**src/rtl/async_pkg.sv**
```systemverilog
// Shared definitions for the clocked asynchronous-emulation library:
// stage limits, occupancy width helper and handshake-violation codes.
package async_pkg;

    localparam int MAX_DEPTH = 64;

    // Bit positions of the individual violation detectors in muller_pipeline
    typedef enum logic [2:0] {
        REQ_EARLY_FALL,
        REQ_EARLY_RISE,
        DATA_UNSTABLE,
        ACK_EARLY_RISE,
        ACK_EARLY_FALL
    } hs_err_t;

    localparam int NUM_HS_ERR = 5;

    function automatic int occ_w(input int depth);
        return $clog2(depth + 1);
    endfunction

endpackage

```
**src/rtl/c_elem_sync.sv**
```systemverilog
// Clocked N-input Muller C-element: output goes to 1 when all inputs are 1,
// to 0 when all inputs are 0, and holds otherwise.
module c_elem_sync #(
    parameter int size = 2
) (
    input  logic            clk,
    input  logic            rst,
    input  logic [size-1:0] data_in,
    output logic            data_out
);

    logic out_q, out_d;

    always_comb begin
        out_d = out_q;
        if (&data_in)
            out_d = 1'b1;
        else if (~|data_in)
            out_d = 1'b0;
    end

    always_ff @(posedge clk) begin
        if (rst)
            out_q <= 1'b0;
        else
            out_q <= out_d;
    end

    assign data_out = out_q;

endmodule

```
**src/rtl/muller_pipeline.sv**
```systemverilog
// Four-phase micropipeline emulated under one clock: a chain of C-elements,
// each gating a data register, with occupancy count and sticky protocol check.
module muller_pipeline
    import async_pkg::*;
#(
    parameter int width = 8,
    parameter int depth = 4
) (
    input  logic                      clk,
    input  logic                      rst,
    input  logic                      in_req,
    output logic                      in_ack,
    input  logic [width-1:0]          in_data,
    output logic                      out_req,
    input  logic                      out_ack,
    output logic [width-1:0]          out_data,
    output logic [occ_w(depth)-1:0]   occupancy,
    output logic                      proto_err
);

    localparam int OW = occ_w(depth);

    if (depth < 2 || depth > MAX_DEPTH) begin : g_bad_depth
        $error("muller_pipeline: depth out of range");
    end

    logic [depth-1:0]            c_w;
    logic [depth-1:0]            a_w;
    logic [depth-1:0]            b_w;
    logic [depth-1:0]            fire_w;
    logic [depth-1:0][width-1:0] d_w;

    for (genvar i = 0; i < depth; i++) begin : g_stage
        logic [width-1:0] d_q, d_d, src_w;

        if (i == 0) begin : g_first
            assign a_w[i]  = in_req;
            assign src_w   = in_data;
        end else begin : g_mid
            assign a_w[i]  = c_w[i-1];
            assign src_w   = d_w[i-1];
        end

        if (i == depth - 1) begin : g_last
            assign b_w[i] = ~out_ack;
        end else begin : g_inner
            assign b_w[i] = ~c_w[i+1];
        end

        c_elem_sync #(.size(2)) u_c (
            .clk      (clk),
            .rst      (rst),
            .data_in  ({a_w[i], b_w[i]}),
            .data_out (c_w[i])
        );

        // Capture only on the edge where this stage's C-element rises
        assign fire_w[i] = a_w[i] & b_w[i] & ~c_w[i];
        assign d_d       = fire_w[i] ? src_w : d_q;

        always_ff @(posedge clk) begin
            if (rst)
                d_q <= '0;
            else
                d_q <= d_d;
        end

        assign d_w[i] = d_q;
    end

    assign in_ack   = c_w[0];
    assign out_req  = c_w[depth-1];
    assign out_data = d_w[depth-1];

    // A stage holds an item when it is set and its successor is not (b_w = ~successor)
    always_comb begin
        occupancy = '0;
        for (int i = 0; i < depth; i++) begin
            if (c_w[i] & b_w[i])
                occupancy = occupancy + OW'(1);
        end
    end

    logic                  in_req_q, in_req_d;
    logic                  out_ack_q, out_ack_d;
    logic [width-1:0]      in_data_q, in_data_d;
    logic                  err_q, err_d;
    logic [NUM_HS_ERR-1:0] viol_w;

    always_comb begin
        viol_w                 = '0;
        viol_w[REQ_EARLY_FALL] = ~in_req & in_req_q & ~in_ack;
        viol_w[REQ_EARLY_RISE] = in_req & ~in_req_q & in_ack;
        viol_w[DATA_UNSTABLE]  = in_req & in_req_q & ~in_ack & (in_data != in_data_q);
        viol_w[ACK_EARLY_RISE] = out_ack & ~out_ack_q & ~out_req;
        viol_w[ACK_EARLY_FALL] = ~out_ack & out_ack_q & out_req;
        err_d                  = err_q | (|viol_w);
        in_req_d               = in_req;
        out_ack_d              = out_ack;
        in_data_d              = in_data;
    end

    always_ff @(posedge clk) begin
        if (rst) begin
            in_req_q  <= 1'b0;
            out_ack_q <= 1'b0;
            in_data_q <= '0;
            err_q     <= 1'b0;
        end else begin
            in_req_q  <= in_req_d;
            out_ack_q <= out_ack_d;
            in_data_q <= in_data_d;
            err_q     <= err_d;
        end
    end

    assign proto_err = err_q;

endmodule

```
**config.mk**
```make
export PLATFORM = sky130hd
export DESIGN_NAME = muller_pipeline
export DESIGN_NICKNAME = d
export VERILOG_FILES = /design/src/rtl/async_pkg.sv /design/src/rtl/c_elem_sync.sv /design/src/rtl/muller_pipeline.sv
export SDC_FILE = /design/constraint.sdc
export NUM_CORES = 1
export LEC_CHECK = 0
export CORE_MARGIN = 1.5
export CORE_UTILIZATION = 51
export DETAILED_ROUTE_END_ITERATION = 12
export HOLD_SLACK_MARGIN = 0.1
export PLACE_DENSITY_LB_ADDON = 0.12
export SETUP_SLACK_MARGIN = 0.15
export SYNTH_ARGS = -nofsm -noshare
export SYNTH_HDL_FRONTEND = slang
export SYNTH_SLANG_ARGS = --single-unit
export TNS_END_PERCENT = 1
```
**constraint.sdc**
```tcl
create_clock -name clk -period 1.9 [get_ports clk]
set_clock_uncertainty 0.1 [all_clocks]
set_input_delay 0.475 -clock clk [delete_from_list [all_inputs] [get_ports clk]]
set_output_delay 0.475 -clock clk [all_outputs]
set_load 0.005 [all_outputs]
```
Word-level counts from Yosys, hierarchy flattened
Cells that the tools add are included.

Bits in registers: 47. Bits of input ports: 12. Output and inout bits: 14. Word-level logic and storage cells: 73.

$add $sub $neg: 3. Equal/unequal tests: 5. Mux-type cells: 12. Bitwise operators: 32. Reductions and logical operators: 9.

Operators by type and width (count): 1-bit AND (23); 3-bit by 1-bit adder with 3-bit output, second input constant (3); 1-bit two-way mux (9); 3-bit two-way mux (3); 2-bit by 1-bit != test with 1-bit output, second input constant (4); 8-bit != test (1); 1-bit inverter (8); 2-bit AND reduction (4); 2-bit OR reduction (4); 5-bit OR reduction (1); 1-bit bitwise OR (1).

Logic depth before layout (Yosys ltp)
Gate-level depths: netlist of run 1.

Word-level depth: 9. Mapped depth: 6. Gate-level depth less buffers: 5.

By module
From an unflattened synthesis of run 1, not the netlist that was laid out.

Cell total of the unflattened synthesis: 177. Area total of the unflattened synthesis: 1861.8 um^2.

Modules (own cells, without submodules): muller_pipeline (instances 1, cells an instance 161, area each 1676.6 um^2, sequential area each 860.8 um^2); c_elem_sync (instances 4, cells an instance 4, area each 46.3 um^2, sequential area each 20.0 um^2).

Worst setup path after synthesis of run 1
No wires, ideal clock.

Path type: reg2out. Start: reg g_stage[3].u_c.out_q. End: out occupancy[1]. Data arrival time: 1.193 ns. Data required time: 1.325 ns. Setup slack: 0.132 ns. Stages on the path, launching flop included: 6. Path buffers: 0. Cell sequence: dfxtp_1 nor2b_2 xnor2_1 a21oi_2 ha_1 a21o_1.

Word-level cells in the longest chain between the ends: 5. Elaborated cells between the ends (all ways): 6. Classes of those cells: add/sub (1); mux (2); bitwise (3).

Ends and longest elaborated chain: from (decl) (RTL line c_elem_sync.sv:12) `logic out_q, out_d;`; from (signal assigned) (RTL line c_elem_sync.sv:26) `out_q <= out_d;`; 1-bit inverter (RTL line muller_pipeline.sv:47) `assign b_w[i] = ~c_w[i+1];`; 1-bit AND (RTL line muller_pipeline.sv:79) `if (c_w[i] & b_w[i])`; 3-bit two-way mux (RTL line muller_pipeline.sv:79); 3-bit by 1-bit adder with 3-bit output (RTL line muller_pipeline.sv:80) `occupancy = occupancy + OW'(1);`; 3-bit two-way mux (*) (RTL line muller_pipeline.sv:79); to (decl) (RTL line muller_pipeline.sv:17) `output logic [occ_w(depth)-1:0] occupancy,`.

Every way passes the cells marked *; elsewhere a longest branch is shown, timed or not.

Final worst setup path of run 1
Same ends and word-level chain as after synthesis.

==> flow_metrics.tcl, run 1 <==
set metrics [dict create \
    status "finished, violations left" \
    violations "setup timing" \
    r2r_cells 7 \
    fin_crit_sh_pct 116.7 \
    maxCapViolCount 0 \
    wl_mm 3.275 \
    postLayoutCoreUtil_pct 68.88 \
    rows 21 \
    drtIter0Drc 53 \
    fmax_mhz 451.1 \
    syn_inst 187 \
    tightest_slew_ns 0.3229 \
    required_ns 1.32 \
    final_antenna_net_count 0 \
    power.internal_mw 1.297 \
    cts_buffers 5 \
    ios 26 \
    start_util_pct 54.34 \
    syn-cell-area_um2 1842 \
    numPortBuffers 25 \
    drc 0 \
    r2r_start "g_stage[1].u_c.data_out" \
    gr-total-overflow 0 \
    vdd_drop_max_mv 0.5273 \
    vias_per_cell 4.964 \
    grt_max_degree 35 \
    ys_ff_latch 47 \
    clkSinkCount 47 \
    ctsHtreeMaxLevel 2 \
    final_nets 246 \
    crit_fanout 3 \
    p_leak_nw 0.9792 \
    end_kind "output pin" \
    r2r_setup_slack_ns 0.29 \
    synth_edf_count 0 \
    antennaDiodeCount 0 \
    cts_root_buf "clkbuf_4" \
    seqPwrFrac_pct 60.9 \
    die_h_um 63.10 \
    synthTopCellsByArea "dfxtp_1, mux2i_1, nor2_1" \
    antenna_found_initial 0 \
    yosysWarnings 0 \
    clk_pin_slew_worst_paths_ns 0.13 \
    startpoint_type "register" \
    min_path_type "register to register" \
    grt_pass1_wl_mm 5.816 \
    fin_ws_ns -0.3169 \
    mostFrequentLayoutCells "dfxtp_1, nor2_1, mux2i_1" \
    seq_area_frac_synth_pct 51.09 \
    hpwl_mm 2.338 \
    dieArea_um2 3981 \
    dr.pass1.iters 4 \
    synth.distinct_cells 29 \
    endpoint "occupancy[1]" \
    worstSetupPathType "register to output pin" \
    clockPowerShare_pct 28.5 \
    rsz0062_at_grt "yes" \
    grt_pass1_vias 1353 \
    hold_viol 0 \
    final_common_cell "dfxtp_1" \
    cts_tree "done" \
    place_congestion 0.7435 \
    worstPathArrival_ns 1.64 \
    finalMaxSlewViolations 0 \
    synth.avg_cell_area_um2 9.849 \
    grtUsageTotal_pct 18.55 \
    area_growth_pct 26.77 \
    vias 1370 \
    mappedNetlistNets 204 \
    synth.largest_area_cell "dfxtp_1" \
    pwr-share-comb_pct 10.6 \
    fp.coreArea_um2 3390 \
    clk_latency_ns 0.35 \
    die-width_um 63.10 \
    p_sw_share_pct 23.54 \
    ys_async_sr_fraction_pct 0 \
    p_per_area_nw_per_um2 726.6 \
    critical_path.startpoint "g_stage[3].u_c.data_out" \
    setup_violations 3 \
    wl_per_cell_um 11.87 \
    hold_ws_ns 0.3633 \
    drive_gt1_share_pct 23.48 \
    p_sw_uw 399.2 \
    relSlewSlack_pct 78.47 \
    timing.rr.end "g_stage[0].d_q[0]" \
    hold_buffers 0 \
    ys.flop_type "dfxtp_1" \
    synth_top_area_share_pct 51.09 \
    layout_min_cycle_time_ns 2.217 \
    cts_buffer_depth 2 \
    power.total_mw 1.696 \
]
## state kept, by name (all words and copies together), names as in the netlist
signal,count
g_stage.d_q,24
g_stage.u_c.data_out,4
in_data_q,8
in_req_q,1
out_ack_q,1
out_data,8
proto_err,1
## timing repair
| item | 4_1_cts | 5_1_grt |
|---|---|---|
| cloned | 0 | 0 |
| pin swaps | 3 | 0 |
| gates resized for setup | 43 | 3 |
| setup endpoints to repair | 22 | 13 |
| setup buffers | 3 | 0 |
## how the worst min path moves through the flow
stage,from,endpoint,slack (ns),depth (start not counted)
CTS,g_stage[1].d_q[2],g_stage[1].d_q[2],0.37,2
global route,g_stage[0].d_q[2],g_stage[1].d_q[2],0.40,2
finish,g_stage[1].d_q[2],g_stage[1].d_q[2],0.36,2
detailed placement,g_stage[1].d_q[2],g_stage[1].d_q[2],0.35,2
floorplan,g_stage[0].d_q[0],g_stage[1].d_q[0],0.33,2
global placement,g_stage[0].d_q[2],g_stage[1].d_q[2],0.34,2
## stage by stage
| stage | setup TNS [ns] | cells | setup slack [ns] | cell area (um2) |
|---|---|---|---|---|
| final | -0.7902 | 276 | -0.3169 | 2335 |
| after CTS | -0.9110 | 276 | -0.3267 | 2337 |
| after global placement | -4.958 | 265 | -0.4815 | 2230 |
| after detailed placement | -5.986 | 265 | -0.5529 | 2230 |
| after floorplan | 0 | 187 | 0.1631 | 1843 |
| after global routing | -1.097 | 276 | -0.3923 | 2335 |
## cell usage after synthesis (all sizes together) (2+ instances only)
cell	number
nor2b	12
nand4	2
dfxtp	47
mux2i	28
nor3	2
xnor2	9
nand2b	2
inv	5
ha	5
buf	7
nor2	31
nand2	17
a21oi	9
and3	2
clkbuf	2
## critical path, stage by stage, from the launching register on
cell,delay (ns)
dfxtp_4,0.39
nor2b_4,0.14
xnor2_2,0.13
a21oi_2,0.08
ha_1,0.29
a21o_1,0.15
buf_2,0.12
## metal layers
metal	up-vias	track usage, %	share of wire, %
met5	-	0	0
met4	0	6.944	2.3
met3	9	5.893	3.8
met2	25	30.72	48
met1	641	22.50	46
li1	695	-	-
## cell type report
class	instances	area, um2
Timing Repair Buffer	44	367.9
Multi-Input combinational cell	126	868.3
Inverter	5	18.77
Clock buffer	7	55.05
Fill cell	274	1055
Sequential cell	47	958.4
Clock inverter	1	8.758
Tap cell	46	57.56
## power groups by stage
stage	registers (mW)	logic [mW]	clock network (mW)
finish	1.03	0.179	0.483
CTS	1.03	0.180	0.496
global route	1.04	0.200	0.538
floorplan	1.05	0.104	0
detailed placement	1.06	0.176	0
global placement	1.05	0.168	0
## cell families after synthesis
group / share of synthesized area [%]
compound gates: 4.619
xor+xnor: 4.756
fa+ha+maj: 3.397
buf+inv: 3.260
flops: 51.09
mux: 15.22
simple gates: 17.66
Power figures use the tool's default switching activity.
==> run 2, diff against run 1 <==
Settings changed: CAP_MARGIN set to 20, CORE_UTILIZATION 51 to 53.
==> flow_metrics.tcl, run 2 (synthesis gave the netlist of run 1 again) <==
set metrics [dict create \
    place_congestion 0.7390 \
    worstSetupPathType "register to output pin" \
    fin_ws_ns -0.3265 \
    hold_ws_ns 0.3528 \
    ctsHtreeMaxLevel 2 \
    required_ns 1.32 \
    ios 26 \
    path_cells "nor2b_4, xnor2_2, a21oi_2, ha_4, a21o_1, buf_2" \
    largest_reg_flops 24 \
    dieArea_um2 3838 \
    fin_cells 270 \
    wl_per_cell_um 11.98 \
    placed_area_um2 2220 \
    maxCapViolCount 0 \
    area_growth_pct 25.54 \
    multi_input_area_um2 875.8 \
    vdd_drop_max_mv 0.5745 \
    die_h_um 61.95 \
    min_path_type "register to register" \
    grt_max_degree 47 \
    min_to "g_stage[1].d_q[6]" \
    finalMaxSlewViolations 0 \
    seqCellArea_um2 960.9 \
    fin_crit_sh_pct 117.2 \
    vias_per_cell 4.867 \
    gr-total-overflow 0 \
    worstPathArrival_ns 1.65 \
    violations "setup timing" \
    r2r_setup_slack_ns 0.36 \
    grtUsageTotal_pct 19.97 \
    cts_buffer_depth 2 \
    hold_viol 0 \
    fmax_mhz 449.1 \
    r2r_cells 7 \
    die-width_um 61.95 \
    setup_violations 3 \
    cp_slowest_stage_delay_ns 0.39 \
    antenna_found_initial 0 \
    placedCellCount 262 \
    fillCellCount 283 \
    tightest_slew_ns 0.3003 \
    cts_root_buf "clkbuf_4" \
    rows 21 \
    cts_tree "done" \
    mostFrequentLayoutCells "dfxtp_1, nor2_1, mux2i_1" \
    worstHoldPathCells 2 \
    rsz0062_at_grt "yes" \
    hpwl_mm 2.366 \
    cp_num_buf_inv 1 \
    crit_fanout 3 \
    drc 0 \
    p_per_area_nw_per_um2 712.7 \
    vias 1314 \
    final_common_cell "dfxtp_1" \
    antennaDiodeCount 0 \
    startpoint_type "register" \
    end_kind "output pin" \
    status "finished, violations left" \
    final_nets 241 \
    grt_pass1_vias 1330 \
    clkSinkCount 47 \
    top_register "g_stage.d_q" \
    fin_area_um2 2312 \
    drive_gt1_share_pct 20.98 \
    fp.coreArea_um2 3337 \
    wl_mm 3.234 \
    cp_slowest_cell "dfxtp_4" \
    cts_buffers 5 \
    final_antenna_net_count 0 \
    numPortBuffers 25 \
    worstHoldStart "g_stage[0].d_q[6]" \
    start_util_pct 55.19 \
    clk_latency_ns 0.35 \
    relSlewSlack_pct 79.94 \
    p_leak_nw 0.9625 \
    pre_cts_ws_ns -0.5496 \
    dr.pass1.iters 4 \
    crit_family "flip-flops" \
    drtIter0Drc 28 \
    timing.rr.end "g_stage[0].d_q[4]" \
    r2r_start "g_stage[1].u_c.data_out" \
    grt_pass1_wl_mm 5.561 \
    clk_pin_slew_worst_paths_ns 0.13 \
    layout_min_cycle_time_ns 2.227 \
]
==> run 2: worst max path at each step <==
| stage | startpoint | to | slack [ns] | cells past startpoint |
|---|---|---|---|---|
| final | g_stage[3].u_c.data_out | occupancy[1] | -0.33 | 6 |
| after global routing | g_stage[3].u_c.data_out | occupancy[1] | -0.41 | 6 |
| after CTS | g_stage[2].u_c.data_out | occupancy[1] | -0.35 | 6 |
| after detailed placement | out_ack | out_data[5] | -0.55 | 6 |
| after global placement | out_ack | out_data[3] | -0.48 | 6 |
| after floorplan | g_stage[2].u_c.data_out | occupancy[1] | 0.16 | 5 |
==> run 2: area by class of cell <==
cell class / instances / area share (%)
clock buffers: 5 / 1.623
inverters: 5 / 0.8117
repair buffers: 39 / 15.04
flip-flops and latches: 47 / 41.56
clock inverters: 2 / 0.5952
multi-input cells: 126 / 37.88
well taps: 46 / 2.489
==> run 2: per-layer routing <==
metal  track usage [%]  part of all wire, %
met3             4.348                  2.6
met5                 0                    0
met4             9.119                  1.8
met1             22.22                   44
met2             36.01                   51
==> run 2: repair_timing <==
item,CTS,global route
gates cloned,0,0
setup endpoints to repair,22,20
pin swaps,3,3
gates resized for setup,38,7
hold buffers,0,0
buffers inserted,1,0
==> run 2: worst min-delay path, stage by stage, from the launching register on <==
cell	delay, ns
dfxtp_1	0.33
nand2_1	0.05
a21oi_1	0.05
==> run 2: metrics by stage <==
step | total power, mW | TNS, ns | util, %
6_report | 1.648 | -0.8301 | 69.29
2_1_floorplan | 1.158 | 0 | -
4_1_cts | 1.664 | -1.046 | 68.84
3_3_place_gp | 1.225 | -4.950 | 66.52
3_5_place_dp | 1.234 | -5.646 | 66.52
5_1_grt | 1.731 | -1.117 | 69.29
==> run 2: power by group <==
part           leakage (nW)  internal [mW]  switching [mW]
Combinational         0.542         0.0948          0.0817
Clock                0.0310          0.138           0.301
Sequential            0.390           1.02          0.0164
==> run 3, diff against run 2 <==
Settings changed: CORE_UTILIZATION 53 to 25, MAX_ROUTING_LAYER set to met4.
==> flow_metrics.tcl, run 3 (synthesis gave the netlist of run 1 again) <==
set metrics [dict create \
    min_path_type "register to register" \
    fin_ws_ns -0.2276 \
    gr-total-overflow 0 \
    path_cells "nor2b_4, xnor2_2, a21oi_2, ha_1, a21o_1, buf_2" \
    rows 31 \
    worstPathArrival_ns 1.55 \
    antennaDiodeCount 0 \
    vdd_drop_max_mv 0.3214 \
    power.total_mw 1.830 \
    pre_cts_ws_ns -0.5689 \
    cts_tree "done" \
    fmax_mhz 470.0 \
    end_kind "output pin" \
    vias_per_cell 3.973 \
    drc 0 \
    grtUsageTotal_pct 10.77 \
    start_util_pct 25.67 \
    wl_mm 3.594 \
    grt_pass1_vias 1307 \
    crit_family "flip-flops" \
    r2r_start "g_stage[3].u_c.data_out" \
    mostFrequentLayoutCells "dfxtp_1, nor2_1, mux2i_1" \
    top_register "g_stage.d_q" \
    violations "setup timing" \
    numPortBuffers 25 \
    rsz0062_at_grt "yes" \
    crit_fanout 3 \
    power.internal_mw 1.408 \
    clk_pin_slew_worst_paths_ns 0.08 \
    grt_pass1_wl_mm 6.106 \
    clockPowerShare_pct 33.1 \
    relSlewSlack_pct 78.79 \
    grt_max_degree 31 \
    critical_path.startpoint "g_stage[2].u_c.data_out" \
    top_usage_layer "met2" \
    met3_usage_pct 4.104 \
    dr.pass1.iters 3 \
    grtUsageMet2_pct 15.63 \
    fin_cells 331 \
    ios 26 \
    p_sw_share_pct 23.03 \
    final_nets 249 \
    worstSetupPathType "register to output pin" \
    cp_slowest_stage_delay_ns 0.33 \
    final_antenna_net_count 0 \
    use_met1_pct 13.42 \
    required_ns 1.32 \
    postLayoutCoreUtil_pct 34.80 \
    setup_violations 3 \
    antenna_found_initial 0 \
    die-width_um 88.83 \
    startpoint_type "register" \
    cp_num_buf_inv 1 \
    layout_min_cycle_time_ns 2.128 \
    dieArea_um2 7891 \
    drtIter0Drc 47 \
    maxCapViolCount 0 \
    fp.coreArea_um2 7176 \
    hpwl_mm 2.547 \
    tightest_slew_ns 0.3175 \
    area_growth_pct 35.60 \
    hold_viol 0 \
    placedCellCount 323 \
    largest_reg_flops 24 \
    p_per_area_nw_per_um2 732.6 \
    cp_slowest_cell "dfxtp_2" \
    cts_buffers 5 \
    p_leak_nw 1.117 \
    wl_per_cell_um 10.86 \
    vias 1315 \
    hold_buffers 0 \
    seqPwrFrac_pct 56.4 \
    pwr-share-comb_pct 10.6 \
    hold_ws_ns 0.3577 \
    cts_root_buf "clkbuf_8" \
    drive_gt1_share_pct 21.98 \
    ctsHtreeMaxLevel 2 \
    final_common_cell "dfxtp_1" \
    cts_buffer_depth 2 \
    p_sw_uw 421.4 \
    finalMaxSlewViolations 0 \
    clk_latency_ns 0.30 \
    place_congestion 0.6754 \
    fin_crit_sh_pct 112.0 \
    die_h_um 88.83 \
    clkSinkCount 47 \
    status "finished, violations left" \
    worstHoldStart "g_stage[1].d_q[4]" \
]
run 3: power by group through the flow:
stage	Combinational (mW)	Clock (mW)	Sequential, mW
floorplan	0.104	0	1.05
global placement	0.192	0	1.06
detailed placement	0.191	0	1.06
CTS	0.191	0.642	1.03
global route	0.215	0.695	1.04
finish	0.193	0.605	1.03
run 3: cell type report:
type | count | area [um2]
clock buffer | 6 | 82.58
clock inverter | 1 | 5.005
fill | 744 | 4678
inverter | 5 | 18.77
multi-input combinational | 126 | 875.8
sequential | 47 | 950.9
tap | 99 | 123.9
timing repair buffer | 47 | 440.4
run 3: final timing paths:
| kind | to | slack, ns | depth (start not counted) |
|---|---|---|---|
| worst min register to register | g_stage[1].d_q[4] | 0.36 | 2 |
| worst max-delay path | occupancy[1] | -0.23 | 6 |
| worst min-delay path | g_stage[1].d_q[4] | 0.36 | 2 |
| worst max register to register | g_stage[2].d_q[5] | 0.41 | 6 |
run 3: per-layer routing:
metal	vias up	part of all wire (%)
li1	698	-
met4	0	1.8
met2	20	44
met3	7	4.9
met1	590	50
met5	-	0
run 3: per-stage QoR:
stage	area, um2	setup TNS [ns]
after CTS	2451	-0.6737
after detailed placement	2346	-6.294
after global placement	2346	-6.342
final	2497	-0.5112
after global routing	2497	-0.8509
after floorplan	1843	0
run 3: repair_timing:
| item | CTS | global route |
|---|---|---|
| pin swaps | 4 | 4 |
| gates resized for setup | 20 | 19 |
| buffers inserted | 0 | 1 |
| endpoints found under the setup margin | 13 | 21 |
run 3: worst reg2reg max path: cells and delay by family, from the launching register on:
| family | cells | cell delay (ns) |
|---|---|---|
| flops | 1 | 0.38 |
| simple gates | 2 | 0.34 |
| fa+ha+maj | 1 | 0.20 |
| buf+inv | 2 | 0.19 |
| mux | 1 | 0.18 |
